<file path="src/rtl/alu_muldiv_pkg.sv">
// Purpose : shared opcode encoding, M-op decode and FSM state type for the ALU/MULDIV execution unit.
// Latency : n/a (types, constants and pure functions only).
// Backpr. : n/a.
package alu_muldiv_pkg;

    // Width of the opcode enumeration; the unit's OP_W port must be at least this wide.
    localparam int OP_ENUM_W = 6;

    typedef enum logic [OP_ENUM_W-1:0] {
        OP_ADD = 6'd0, OP_SUB, OP_SLL, OP_SLT, OP_SLTU, OP_XOR, OP_SRL, OP_SRA, OP_OR, OP_AND,
        OP_ADDI, OP_SLTI, OP_SLTIU, OP_XORI, OP_ORI, OP_ANDI, OP_SLLI, OP_SRLI, OP_SRAI,
        OP_LUI, OP_AUIPC, OP_JAL, OP_JALR,
        OP_BEQ, OP_BNE, OP_BLT, OP_BGE, OP_BLTU, OP_BGEU,
        OP_MUL, OP_MULH, OP_MULHSU, OP_MULHU, OP_DIV, OP_DIVU, OP_REM, OP_REMU
    } op_e;

    typedef enum logic {S_IDLE, S_RUN} state_e;

    // Decoded M-op: divide vs multiply, remainder vs quotient, high vs low product half,
    // and whether each operand is interpreted as signed.
    typedef struct packed {
        logic div;
        logic rem;
        logic hi;
        logic sa;
        logic sb;
    } mop_t;

    // Shift-amount width for a given data width.
    function automatic int shamt_w(input int xlen);
        return $clog2(xlen);
    endfunction

    // Iteration counter width: must hold the value XLEN itself.
    function automatic int cnt_w(input int xlen);
        return $clog2(xlen) + 1;
    endfunction

    function automatic logic is_mop(input logic [OP_ENUM_W-1:0] op);
        return (op >= OP_MUL) && (op <= OP_REMU);
    endfunction

    function automatic mop_t decode_mop(input logic [OP_ENUM_W-1:0] op);
        mop_t m;
        m = '0;
        case (op)
            OP_MUL:    begin m.sa = 1'b1; m.sb = 1'b1; end
            OP_MULH:   begin m.hi = 1'b1; m.sa = 1'b1; m.sb = 1'b1; end
            OP_MULHSU: begin m.hi = 1'b1; m.sa = 1'b1; end
            OP_MULHU:  m.hi = 1'b1;
            OP_DIV:    begin m.div = 1'b1; m.sa = 1'b1; m.sb = 1'b1; end
            OP_DIVU:   m.div = 1'b1;
            OP_REM:    begin m.div = 1'b1; m.rem = 1'b1; m.sa = 1'b1; m.sb = 1'b1; end
            OP_REMU:   begin m.div = 1'b1; m.rem = 1'b1; end
            default:   m = '0;
        endcase
        return m;
    endfunction

endpackage

</file>
<file path="src/rtl/muldiv_iter.sv">
// Purpose : radix-2 iterative multiply (shift-add) / restoring divide on operand magnitudes, sign fixed at the end.
// Latency : XLEN enabled edges after start; done is high during the cycle whose edge completes the last iteration.
// Backpr. : en=0 freezes all state; clr aborts; start is only honoured when en=1.
// Ports   : clk, rst (sync active-low), en, clr, start, kind (decoded M-op), a/b operands -> done, result.
module muldiv_iter
    import alu_muldiv_pkg::*;
#(
    parameter int XLEN = 32
) (
    input  logic            clk,
    input  logic            rst,
    input  logic            en,
    input  logic            clr,
    input  logic            start,
    input  mop_t            kind,
    input  logic [XLEN-1:0] a,
    input  logic [XLEN-1:0] b,
    output logic            done,
    output logic [XLEN-1:0] result
);

    localparam int CW = cnt_w(XLEN);

    logic [CW-1:0]     cnt;
    logic              k_div, k_rem, k_hi;
    logic              neg_q;       // final result must be negated
    logic              dz_q;        // divisor was zero
    logic [XLEN-1:0]   mag_b;       // multiplicand or divisor magnitude
    // Multiply: {partial product, multiplier}; divide: {partial remainder, dividend/quotient}.
    logic [2*XLEN-1:0] p_q, p_nxt;

    logic            a_neg, b_neg;
    logic [XLEN-1:0] a_mag, b_mag;

    assign a_neg = kind.sa & a[XLEN-1];
    assign b_neg = kind.sb & b[XLEN-1];
    assign a_mag = a_neg ? -a : a;
    assign b_mag = b_neg ? -b : b;

    logic [XLEN:0]   sum, rem_sh;
    logic [XLEN-1:0] diff;

    always_comb begin
        sum    = '0;
        rem_sh = '0;
        diff   = '0;
        p_nxt  = p_q;
        if (k_div) begin
            rem_sh = {p_q[2*XLEN-1:XLEN], p_q[XLEN-1]};
            // When the subtraction succeeds the difference is below the divisor, so XLEN bits suffice.
            diff   = rem_sh[XLEN-1:0] - mag_b;
            if (rem_sh >= {1'b0, mag_b})
                p_nxt = {diff, p_q[XLEN-2:0], 1'b1};
            else
                p_nxt = {rem_sh[XLEN-1:0], p_q[XLEN-2:0], 1'b0};
        end else begin
            sum   = {1'b0, p_q[2*XLEN-1:XLEN]} + ({(XLEN+1){p_q[0]}} & {1'b0, mag_b});
            p_nxt = {sum, p_q[XLEN-1:1]};
        end
    end

    // Result is formed from the post-iteration value so the last edge can register it directly.
    // Most-negative / -1 needs no special case: the magnitude quotient 2^(XLEN-1) with an
    // unnegated sign is already the most-negative pattern, and the remainder is zero.
    logic [2*XLEN-1:0] prod;
    logic [XLEN-1:0]   quo, rem;

    always_comb begin
        prod   = neg_q ? -p_nxt : p_nxt;
        quo    = neg_q ? -p_nxt[XLEN-1:0] : p_nxt[XLEN-1:0];
        rem    = neg_q ? -p_nxt[2*XLEN-1:XLEN] : p_nxt[2*XLEN-1:XLEN];
        result = '0;
        if (k_div)
            result = k_rem ? rem : (dz_q ? '1 : quo);
        else
            result = k_hi ? prod[2*XLEN-1:XLEN] : prod[XLEN-1:0];
    end

    always_ff @(posedge clk) begin
        if (!rst) begin
            cnt   <= '0;
            k_div <= 1'b0;
            k_rem <= 1'b0;
            k_hi  <= 1'b0;
            neg_q <= 1'b0;
            dz_q  <= 1'b0;
            mag_b <= '0;
            p_q   <= '0;
        end else if (clr) begin
            cnt <= '0;
        end else if (en) begin
            if (start) begin
                cnt   <= CW'(XLEN);
                k_div <= kind.div;
                k_rem <= kind.rem;
                k_hi  <= kind.hi;
                // Remainder follows the dividend's sign; product and quotient follow the xor.
                neg_q <= (kind.div & kind.rem) ? a_neg : (a_neg ^ b_neg);
                dz_q  <= (b == '0);
                mag_b <= b_mag;
                p_q   <= {{XLEN{1'b0}}, a_mag};
            end else if (cnt != '0) begin
                cnt <= cnt - CW'(1);
                p_q <= p_nxt;
            end
        end
    end

    assign done = (cnt == CW'(1));

endmodule

</file>
<file path="src/rtl/alu_muldiv.sv">
// Purpose : execution unit: single-cycle RV base ALU/branch/jump plus iterative M-extension ops, one result broadcast.
// Latency : base ops broadcast the cycle after accept; M-ops the cycle after accept-edge + XLEN enabled edges.
// Backpr. : in_ready low while an M-op runs; rdy=0 freezes everything; clr aborts and clears outputs.
// Ports   : clk, rst (sync active-low), rdy, clr; in_valid/in_ready/in_op/in_rob_pos/in_rs1/in_rs2/in_imm/in_pc;
//           out_valid/out_rob_pos/out_val/out_jump/out_pc.
module alu_muldiv
    import alu_muldiv_pkg::*;
#(
    parameter int XLEN      = 32,
    parameter int ROB_POS_W = 5,
    parameter int OP_W      = 6
) (
    input  logic                 clk,
    input  logic                 rst,
    input  logic                 rdy,
    input  logic                 clr,
    input  logic                 in_valid,
    output logic                 in_ready,
    input  logic [OP_W-1:0]      in_op,
    input  logic [ROB_POS_W-1:0] in_rob_pos,
    input  logic [XLEN-1:0]      in_rs1,
    input  logic [XLEN-1:0]      in_rs2,
    input  logic [XLEN-1:0]      in_imm,
    input  logic [XLEN-1:0]      in_pc,
    output logic                 out_valid,
    output logic [ROB_POS_W-1:0] out_rob_pos,
    output logic [XLEN-1:0]      out_val,
    output logic                 out_jump,
    output logic [XLEN-1:0]      out_pc
);

    localparam int SH_W = shamt_w(XLEN);

    state_e state, state_nxt;

    logic [OP_ENUM_W-1:0] op;
    logic                 op_known;   // no opcode bits beyond the enum width are set
    logic                 accept, is_m, acc_base, acc_m;

    assign op       = OP_ENUM_W'(in_op);
    assign op_known = (OP_W'(op) == in_op);
    assign in_ready = (state == S_IDLE);
    assign accept   = in_valid & in_ready & rdy & rst & ~clr;
    assign is_m     = op_known & is_mop(op);
    assign acc_base = accept & ~is_m;
    assign acc_m    = accept & is_m;

    // ---------------- base ALU ----------------
    logic [XLEN-1:0] op2, alu_val, alu_pc, jalr_tgt;
    logic [SH_W-1:0] shamt;
    logic            alu_jump, br_take, is_br;

    always_comb begin
        alu_val  = '0;
        alu_pc   = '0;
        alu_jump = 1'b0;
        br_take  = 1'b0;
        is_br    = 1'b0;
        jalr_tgt = in_rs1 + in_imm;
        case (op)
            OP_ADDI, OP_SLTI, OP_SLTIU, OP_XORI, OP_ORI, OP_ANDI, OP_SLLI, OP_SRLI, OP_SRAI:
                op2 = in_imm;
            default:
                op2 = in_rs2;
        endcase
        shamt = op2[SH_W-1:0];
        if (op_known) begin
            case (op)
                OP_ADD, OP_ADDI:   alu_val = in_rs1 + op2;
                OP_SUB:            alu_val = in_rs1 - op2;
                OP_SLL, OP_SLLI:   alu_val = in_rs1 << shamt;
                OP_SLT, OP_SLTI:   alu_val = XLEN'($signed(in_rs1) < $signed(op2));
                OP_SLTU, OP_SLTIU: alu_val = XLEN'(in_rs1 < op2);
                OP_XOR, OP_XORI:   alu_val = in_rs1 ^ op2;
                OP_SRL, OP_SRLI:   alu_val = in_rs1 >> shamt;
                OP_SRA, OP_SRAI:   alu_val = $signed(in_rs1) >>> shamt;
                OP_OR, OP_ORI:     alu_val = in_rs1 | op2;
                OP_AND, OP_ANDI:   alu_val = in_rs1 & op2;
                OP_LUI:            alu_val = in_imm;
                OP_AUIPC:          alu_val = in_pc + in_imm;
                OP_JAL: begin
                    alu_val  = in_pc + XLEN'(4);
                    alu_jump = 1'b1;
                    alu_pc   = in_pc + in_imm;
                end
                OP_JALR: begin
                    alu_val  = in_pc + XLEN'(4);
                    alu_jump = 1'b1;
                    alu_pc   = {jalr_tgt[XLEN-1:1], 1'b0};
                end
                OP_BEQ:  begin is_br = 1'b1; br_take = (in_rs1 == in_rs2); end
                OP_BNE:  begin is_br = 1'b1; br_take = (in_rs1 != in_rs2); end
                OP_BLT:  begin is_br = 1'b1; br_take = ($signed(in_rs1) < $signed(in_rs2)); end
                OP_BGE:  begin is_br = 1'b1; br_take = ($signed(in_rs1) >= $signed(in_rs2)); end
                OP_BLTU: begin is_br = 1'b1; br_take = (in_rs1 < in_rs2); end
                OP_BGEU: begin is_br = 1'b1; br_take = (in_rs1 >= in_rs2); end
                default: alu_val = '0;
            endcase
            // Branches always resolve a next PC; the value field stays zero.
            if (is_br) begin
                alu_jump = br_take;
                alu_pc   = br_take ? (in_pc + in_imm) : (in_pc + XLEN'(4));
            end
        end
    end

    // ---------------- iterative M-op datapath ----------------
    logic            md_done, m_fin;
    logic [XLEN-1:0] md_result;
    mop_t            md_kind;

    assign md_kind = decode_mop(op);

    muldiv_iter #(.XLEN(XLEN)) u_iter (
        .clk    (clk),
        .rst    (rst),
        .en     (rdy),
        .clr    (clr),
        .start  (acc_m),
        .kind   (md_kind),
        .a      (in_rs1),
        .b      (in_rs2),
        .done   (md_done),
        .result (md_result)
    );

    assign m_fin = (state == S_RUN) & md_done;

    // ---------------- FSM ----------------
    always_ff @(posedge clk) begin
        if (!rst)
            state <= S_IDLE;
        else
            state <= state_nxt;
    end

    always_comb begin
        state_nxt = state;
        if (clr) begin
            state_nxt = S_IDLE;
        end else if (rdy) begin
            case (state)
                S_IDLE:  if (acc_m) state_nxt = S_RUN;
                S_RUN:   if (md_done) state_nxt = S_IDLE;
                default: state_nxt = S_IDLE;
            endcase
        end
    end

    // ---------------- broadcast register ----------------
    logic [ROB_POS_W-1:0] m_rob;

    always_ff @(posedge clk) begin
        if (!rst) begin
            out_valid   <= 1'b0;
            out_rob_pos <= '0;
            out_val     <= '0;
            out_jump    <= 1'b0;
            out_pc      <= '0;
            m_rob       <= '0;
        end else if (clr) begin
            out_valid   <= 1'b0;
            out_rob_pos <= '0;
            out_val     <= '0;
            out_jump    <= 1'b0;
            out_pc      <= '0;
        end else if (rdy) begin
            // Base ops and M-op completion can never coincide: in_ready is low throughout RUN.
            out_valid <= acc_base | m_fin;
            if (acc_m)
                m_rob <= in_rob_pos;
            if (acc_base) begin
                out_rob_pos <= in_rob_pos;
                out_val     <= alu_val;
                out_jump    <= alu_jump;
                out_pc      <= alu_pc;
            end else if (m_fin) begin
                out_rob_pos <= m_rob;
                out_val     <= md_result;
                out_jump    <= 1'b0;
                out_pc      <= '0;
            end
        end
    end

endmodule

</file>
<file path="config.mk">
export PLATFORM = sky130hd
export DESIGN_NAME = alu_muldiv
export DESIGN_NICKNAME = d
export VERILOG_FILES = /design/src/rtl/alu_muldiv_pkg.sv /design/src/rtl/muldiv_iter.sv /design/src/rtl/alu_muldiv.sv
export SDC_FILE = /design/constraint.sdc
export NUM_CORES = 2
export LEC_CHECK = 0
export BUFFER_PORTS_ARGS = -buffer_cell sky130_fd_sc_hd__clkbuf_2
export CAP_MARGIN = 20
export CORE_ASPECT_RATIO = 0.6
export CORE_MARGIN = 3
export CORE_UTILIZATION = 29
export DETAILED_ROUTE_END_ITERATION = 12
export HOLD_SLACK_MARGIN = 0.08
export PLACE_DENSITY_LB_ADDON = 0.08
export SLEW_MARGIN = 5
export SYNTH_ARGS = -nofsm -noshare
export SYNTH_HDL_FRONTEND = slang
export SYNTH_HIERARCHICAL = 1
export SYNTH_SLANG_ARGS = --single-unit
</file>
<file path="constraint.sdc">
create_clock -name clk -period 9 [get_ports clk]
set_clock_uncertainty 0.05 [all_clocks]
set_input_delay 0.45 -clock clk [delete_from_list [all_inputs] [get_ports clk]]
set_output_delay 0.45 -clock clk [all_outputs]
set_load 0.05 [all_outputs]
</file>
======== Word-level counts from Yosys, hierarchy flattened ========
Index checks and enable logic that the tools add are counted.
storage, ports and cells
  register bits ........................... 184
  word-level logic and storage cells ...... 168
cells by class
  $add $sub $neg .......................... 13
  magnitude comparators ................... 9
  eq/ne operators ......................... 39
  shift operators ......................... 3
  multiplexer cells ....................... 41
  bitwise logic cells ..................... 20
  reductions and logical operators ........ 28
operators by type and width
  cell                                                                    number
  32-bit two-way mux                                                      15
  32-bit case mux with 13 select lines                                    1
  64-bit two-way mux                                                      5
  32-bit < comparator                                                     4
  32-bit negation                                                         4
  32-bit adder                                                            3
  6-bit by 5-bit equality test with 1-bit output (second input constant)  16
  32-bit greater-or-equal comparator                                      2
  64-bit negation                                                         1
  32-bit case mux with 2 select lines                                     1
  32-bit subtractor                                                       2
  6-bit by 4-bit equality test with 1-bit output (second input constant)  8
  32-bit by 33-bit adder with 33-bit output                               1
  33-bit by 32-bit AND with 33-bit output                                 1
  33-bit by 32-bit greater-or-equal comparator with 1-bit output          1
  32-bit by 3-bit adder with 32-bit output (second input constant)        1
  32-bit AND                                                              1
  32-bit equality test                                                    1
  32-bit logical NOT                                                      1
  32-bit != test                                                          1
  32-bit bitwise OR                                                       1
  32-bit by 5-bit left shift with 32-bit output                           1
  32-bit by 5-bit >> shifter with 32-bit output                           1
  32-bit by 5-bit >>> shifter with 32-bit output                          1
  other kinds (29)                                                        79

======== Depth between registers and ports, before layout ========
  word-level depth ........................ 10
  gate-level depth with buffers ........... 31

======== Modules after synthesis ========
Netlist, hierarchy kept.
by module, submodules not included
  module       times used  cells each  area an instance (um2)  seq. area each (um2)
  alu_muldiv   1           2763        18968.2                 1541.5
  muldiv_iter  1           1970        13960.9                 2142.1

======== Worst setup path after synthesis ========
No wires, ideal clock.
  path type ............................... reg-to-reg
  from .................................... register u_iter.k_div
  to ...................................... register out_val[26]
  library setup time ...................... 122 ps
  data arrival time ....................... 6981 ps
  data required time ...................... 8828 ps
  slack ................................... 1847 ps
  stages on the path, launching flop included .. 30
  path buffers ............................ 9
  path through ............................ dfxtp_1 buf_2 buf_2 buf_2 buf_2 buf_2 clkbuf_1 buf_2 buf_2 mux2_2 inv_1 ha_1 nor3b_1 o221ai_1 or4_1 a211o_1 or3_4 or2_2 buf_2 or2_1 o41ai_2 xnor2_1 a221oi_1 nor2_1 nor2_1 a2111oi_0 o221ai_1 a2111oi_2 nand3_1 o311a_1
between the ends
  longest elaborated chain between the ends .. 8
  elaborated cells on any way between the ends .. 13
  classes of those cells .................. 3 x add/sub; 10 x mux
ends and longest elaborated chain
  element                           RTL line           text
  start, declared                   muldiv_iter.sv:25  logic k_div, k_rem, k_hi;
  start signal, assigned            muldiv_iter.sv:94  k_div <= kind.div;
  64-bit two-way mux                muldiv_iter.sv:48  if (k_div) begin
  32-bit negation                   muldiv_iter.sv:70  quo = neg_q ? -p_nxt[XLEN-1:0] : p_nxt[XLEN-1:0];
  32-bit two-way mux                muldiv_iter.sv:70
  32-bit two-way mux (2 in series)  muldiv_iter.sv:74  result = k_rem ? rem : (dz_q ? '1 : quo);
  32-bit two-way mux *              muldiv_iter.sv:73  if (k_div)
  via md_result[26]                 alu_muldiv.sv:109  logic [XLEN-1:0] md_result;
  32-bit two-way mux *              alu_muldiv.sv:177  end else if (m_fin) begin
  32-bit two-way mux *              alu_muldiv.sv:172  if (acc_base) begin
  end signal, assigned              alu_muldiv.sv:174  out_val <= alu_val;
  end signal, assigned              alu_muldiv.sv:179  out_val <= md_result;
  end, declared                     alu_muldiv.sv:27   output logic [XLEN-1:0] out_val,
The timed path passes the listed nets; every way through them passes the cells marked *. The select of a mux whose other input is x is not followed.
A chain may end at the register's enable or synchronous reset.

======== Worst setup path in the final report ========
  from .................................... register u_iter.mag_b[6]
  to ...................................... register out_val[26]
between the ends
  longest elaborated chain between the ends .. 10
  elaborated cells on any way between the ends .. 18
  classes of those cells .................. 5 x add/sub; 1 x order compare; 11 x mux; 1 x bitwise
ends and longest elaborated chain
  element                                                         RTL line            text
  start, declared                                                 muldiv_iter.sv:28   logic [XLEN-1:0] mag_b;
  start signal, assigned                                          muldiv_iter.sv:100  mag_b <= b_mag;
  33-bit by 32-bit greater-or-equal comparator with 1-bit output  muldiv_iter.sv:52   if (rem_sh >= {1'b0, mag_b})
  64-bit two-way mux                                              muldiv_iter.sv:52
  64-bit two-way mux *                                            muldiv_iter.sv:48
  32-bit negation                                                 muldiv_iter.sv:70
  32-bit two-way mux                                              muldiv_iter.sv:70
  32-bit two-way mux (2 in series)                                muldiv_iter.sv:74
  32-bit two-way mux *                                            muldiv_iter.sv:73
  via md_result[26]                                               alu_muldiv.sv:109
  32-bit two-way mux *                                            alu_muldiv.sv:177
  32-bit two-way mux *                                            alu_muldiv.sv:172
Marked as above.

==> results.md <==
Run status
• **run status** finished clean

Synthesis
• **flip-flop and latch count after synthesis** 184
• **count of distinct cell types in the synthesized netlist** 118
• **prevailing post-synth register cell** sky130_fd_sc_hd__dfxtp_1
• **gate count after technology mapping** 4733
• **Avg Synthesized Cell Area** 6.957 um^2
• **yosys warns** 6
• **synthesized area** 32930 um^2
• **sequential cell area fraction in the yosys report** 0.1119
• **number of enable-type register cells in the synthesized netlist** 0
• **number of nets produced by synthesis** 5143
• **Post-synth ARST share** 0

Floorplan
• **area inside the core boundary** 112300 um^2
• **die footprint** 117800 um^2
• **die outline height** 267.0 um
• **initial cell density of the core** 0.2932
• **top-level port count** 216
• **Row Count** 95
• **width of the chip** 441.0 um

Setup path
• **Required @ worst endpoint** 9.40 ns
• **Crit Path Max Fanout** 11
• **CP Data Arrival Time** 8.54 ns
• **startpoint class of the critical path** register
• **kind of critical path** reg -> reg
• **Setup crit end kind** register

Clock tree
• **clk buf depth** 2
• **CTS tree** done
• **clk slew on worst S/H paths** 0.09 ns
• **Num Clock Sinks** 184
• **count of hold buffers inserted by post-cts repair** 0
• **Setup Fix Bufs, Post-CTS** 0
• **root cell of the clock tree** sky130_fd_sc_hd__clkbuf_16
• **Clk Latency, worst-skew pair** 0.56 ns
• **number of gates resized after cts** 0
• **Inserted Clock Buffers** 17
• **number of levels the H-tree was split into** 4

Global routing
• **global route total overflow** 0
• **number of antenna violations at the first check in global routing** 8
• **vias in the first global route** 35640
• **total global-route track usage** 0.3470
• **pin count of the biggest net entering global routing** 72
• **first-pass GRT wire length** 291700 um

Pwr
• **total leakage power** 15.30 nW
• **Reg power frac** 0.238
• **internal power of the cells** 0.001752 W
• **power density relative to cell area** 95.92 nW/um^2
• **fraction of power consumed by combinational cells** 0.502
• **sw frac** 0.4995
• **peak supply drop** 105.4 uV
• **Clk network pwr share** 0.261
• **switching power** 0.001749 W

Routing
• **First DRT Iteration DRCs** 6738
• **DRC violation count after routing** 0
• **detailed-route vias per instance** 6.393
• **sum of routed wire length over all layers** 212200 um
• **Pre-Repair DR Iteration Count** 7
• **number of vias after detailed routing** 40430
• **WL/cell** 33.56 um
• **number of nets still failing antenna checks after routing** 0

Place
• **dpl hpwl** 172000 um
• **placed cells** 6287
• **placer congestion estimate** 1.054
• **Port-buffer cells** 215

Timing
• **Max-slew headroom** 0.03410
• **Least-Margin Pin Slew** 1.429 ns
• **Setup violations, final** 0
• **Slew Viols, Final** 0
• **post-route fraction of the period consumed by the critical path** 0.9049
• **setup repair after global routing missed its margin** false
• **total negative slack** 0 ns
• **maximum clock frequency** 122.8 MHz
• **min Tclk post-route** 8.144 ns
• **count of endpoints failing hold in the final timing report** 0

Cells and area
• **commonest cells after routing, fill and taps aside** sky130_fd_sc_hd__nand2_1, sky130_fd_sc_hd__nor2_1, sky130_fd_sc_hd__a21oi_1
• **layout cells sized above 1** 0.1139
• **synthesis-to-layout area growth** 10.86%
• **number of cells in the finished layout apart from fillers** 6324
• **most common cell after layout, fill and taps aside** sky130_fd_sc_hd__nand2_1
• **nets@finish** 5215

Job
• **MaxCap Viol Count** 0

Min path
• **kind of path behind the tightest hold check** in -> reg

## final cells by class
type / count / area [um^2]
Clock inverter: 14 / 161.4
Inverter: 222 / 838.3
Fill cell: 12420 / 75820
Timing Repair Buffer: 358 / 2233
Tap cell: 1503 / 1881
Multi-Input combinational cell: 4022 / 27260
Sequential cell: 184 / 3689
Antenna cell: 3 / 7.507
Clock buffer: 18 / 439.2
## cells by family after synthesis
family	count (synthesis)	synth area share
DFF	184	0.1119
buffers and inverters	527	0.06509
muxes	194	0.06300
and+or+nand+nor	1608	0.2338
xor gates and xnor gates	280	0.07447
adders and majority gates	266	0.1022
AOI/OAI and AO/OA	1674	0.3496
## worst max-delay path, stage by stage (launching register included)
cell and delay (ns):
sky130_fd_sc_hd__dfxtp_1 0.37, sky130_fd_sc_hd__inv_1 0.06, sky130_fd_sc_hd__ha_1 0.40, sky130_fd_sc_hd__and4_1 0.32, sky130_fd_sc_hd__and3_1 0.33, sky130_fd_sc_hd__a41oi_1 0.27, sky130_fd_sc_hd__o21a_1 0.35, sky130_fd_sc_hd__a31o_2 0.34
sky130_fd_sc_hd__ha_1 0.21, sky130_fd_sc_hd__nor3b_1 0.23, sky130_fd_sc_hd__o221ai_1 0.21, sky130_fd_sc_hd__or4_1 0.58, sky130_fd_sc_hd__a211o_1 0.41, sky130_fd_sc_hd__or3_4 0.47, sky130_fd_sc_hd__or2_2 0.48, sky130_fd_sc_hd__or2_1 0.32
sky130_fd_sc_hd__o41ai_2 0.31, sky130_fd_sc_hd__xnor2_1 0.16, sky130_fd_sc_hd__a221oi_1 0.17, sky130_fd_sc_hd__nor2_1 0.20, sky130_fd_sc_hd__nor2_1 0.06, sky130_fd_sc_hd__a2111oi_0 0.57, sky130_fd_sc_hd__o221ai_1 0.25, sky130_fd_sc_hd__a2111oi_2 0.43
sky130_fd_sc_hd__nand3_1 0.12, sky130_fd_sc_hd__o311a_1 0.32
## through the flow
stage	total power, W	worst slack [ns]	instance area [um^2]	hold slack, ns	utilization
2_1_floorplan	0.001818	1.848	32930	0.3995	-
3_3_place_gp	0.002512	1.463	35810	0.3857	0.3188
3_5_place_dp	0.002500	1.131	35880	0.3934	0.3194
4_1_cts	0.003418	1.099	36480	0.1033	0.3247
5_1_grt	0.003593	0.4028	36500	0.1522	0.3249
6_report	0.003502	0.8557	36510	0.1270	0.3250
## path summary, 6_finish.rpt
path / startpoint / to / slack (ns) / cells after the start
worst min register to register: out_pc[23]$_SDFFE_PP0P_ / out_pc[23]$_SDFFE_PP0P_ / 0.41 / 2
worst min-delay path: in_rob_pos[3] / m_rob[3]$_SDFFE_PN0P_ / 0.13 / 3
worst max-delay path: u_iter/mag_b[6]$_SDFFE_PN0P_ / out_val[26]$_SDFFE_PP0P_ / 0.86 / 25
worst max register to register: u_iter/mag_b[6]$_SDFFE_PN0P_ / out_val[26]$_SDFFE_PP0P_ / 0.86 / 25
## routing by layer
layer | GRT usage | vias up | share of wire
met5 | 0.007661 | - | 0.00091
met4 | 0.05266 | 10 | 0.014
met3 | 0.1339 | 163 | 0.15
met2 | 0.3901 | 2525 | 0.33
met1 | 0.5783 | 19950 | 0.51
li1 | - | 17780 | -
## Yosys cell counts (all sizes together), types with 20 or more instances
library cell	count	share of area
a211oi	100	0.023
nand3	107	0.016
mux2i	162	0.050
o211a	49	0.015
nor2	434	0.050
o21bai	36	0.0085
o31ai	49	0.011
a21boi	29	0.0066
a31oi	60	0.011
buf	88	0.015
xor2	129	0.034
nor3	108	0.017
clkbuf	217	0.025
a21oi	375	0.058
a2111oi	20	0.0065
o211ai	89	0.020
or2	25	0.0048
and2	83	0.016
nand2b	37	0.0070
xnor2	151	0.040
nand4	54	0.010
a221oi	59	0.016
o21a	33	0.0075
and3	39	0.0074
dfxtp	184	0.11
a21o	109	0.025
nand2	502	0.057
or3	39	0.0079
o21ai	334	0.051
nor4	47	0.0098
a22oi	30	0.0070
mux2	27	0.0093
o22ai	36	0.0072
nor2b	56	0.011
ha	261	0.099
inv	220	0.025
o221ai	55	0.015
## flip-flops by register name, indices dropped and copies added (netlist names)
register / count
u_iter/p_q: 64
out_pc: 32
out_val: 32
u_iter/mag_b: 32
u_iter/cnt: 6
m_rob: 5
out_rob_pos: 5
out_jump: 1
out_valid: 1
state: 1
u_iter/dz_q: 1
u_iter/k_div: 1
u_iter/k_hi: 1
u_iter/k_rem: 1
u_iter/neg_q: 1
## power by group through the flow
stage	registers (W)	logic [W]	clock network (W)
CTS	0.000831	0.00166	0.000927
detailed placement	0.000850	0.00165	0
global placement	0.000850	0.00166	0
global route	0.000832	0.00182	0.000944
floorplan	0.000857	0.000960	0
finish	0.000832	0.00176	0.000913
Note: power is estimated with default switching activity, not from simulation.
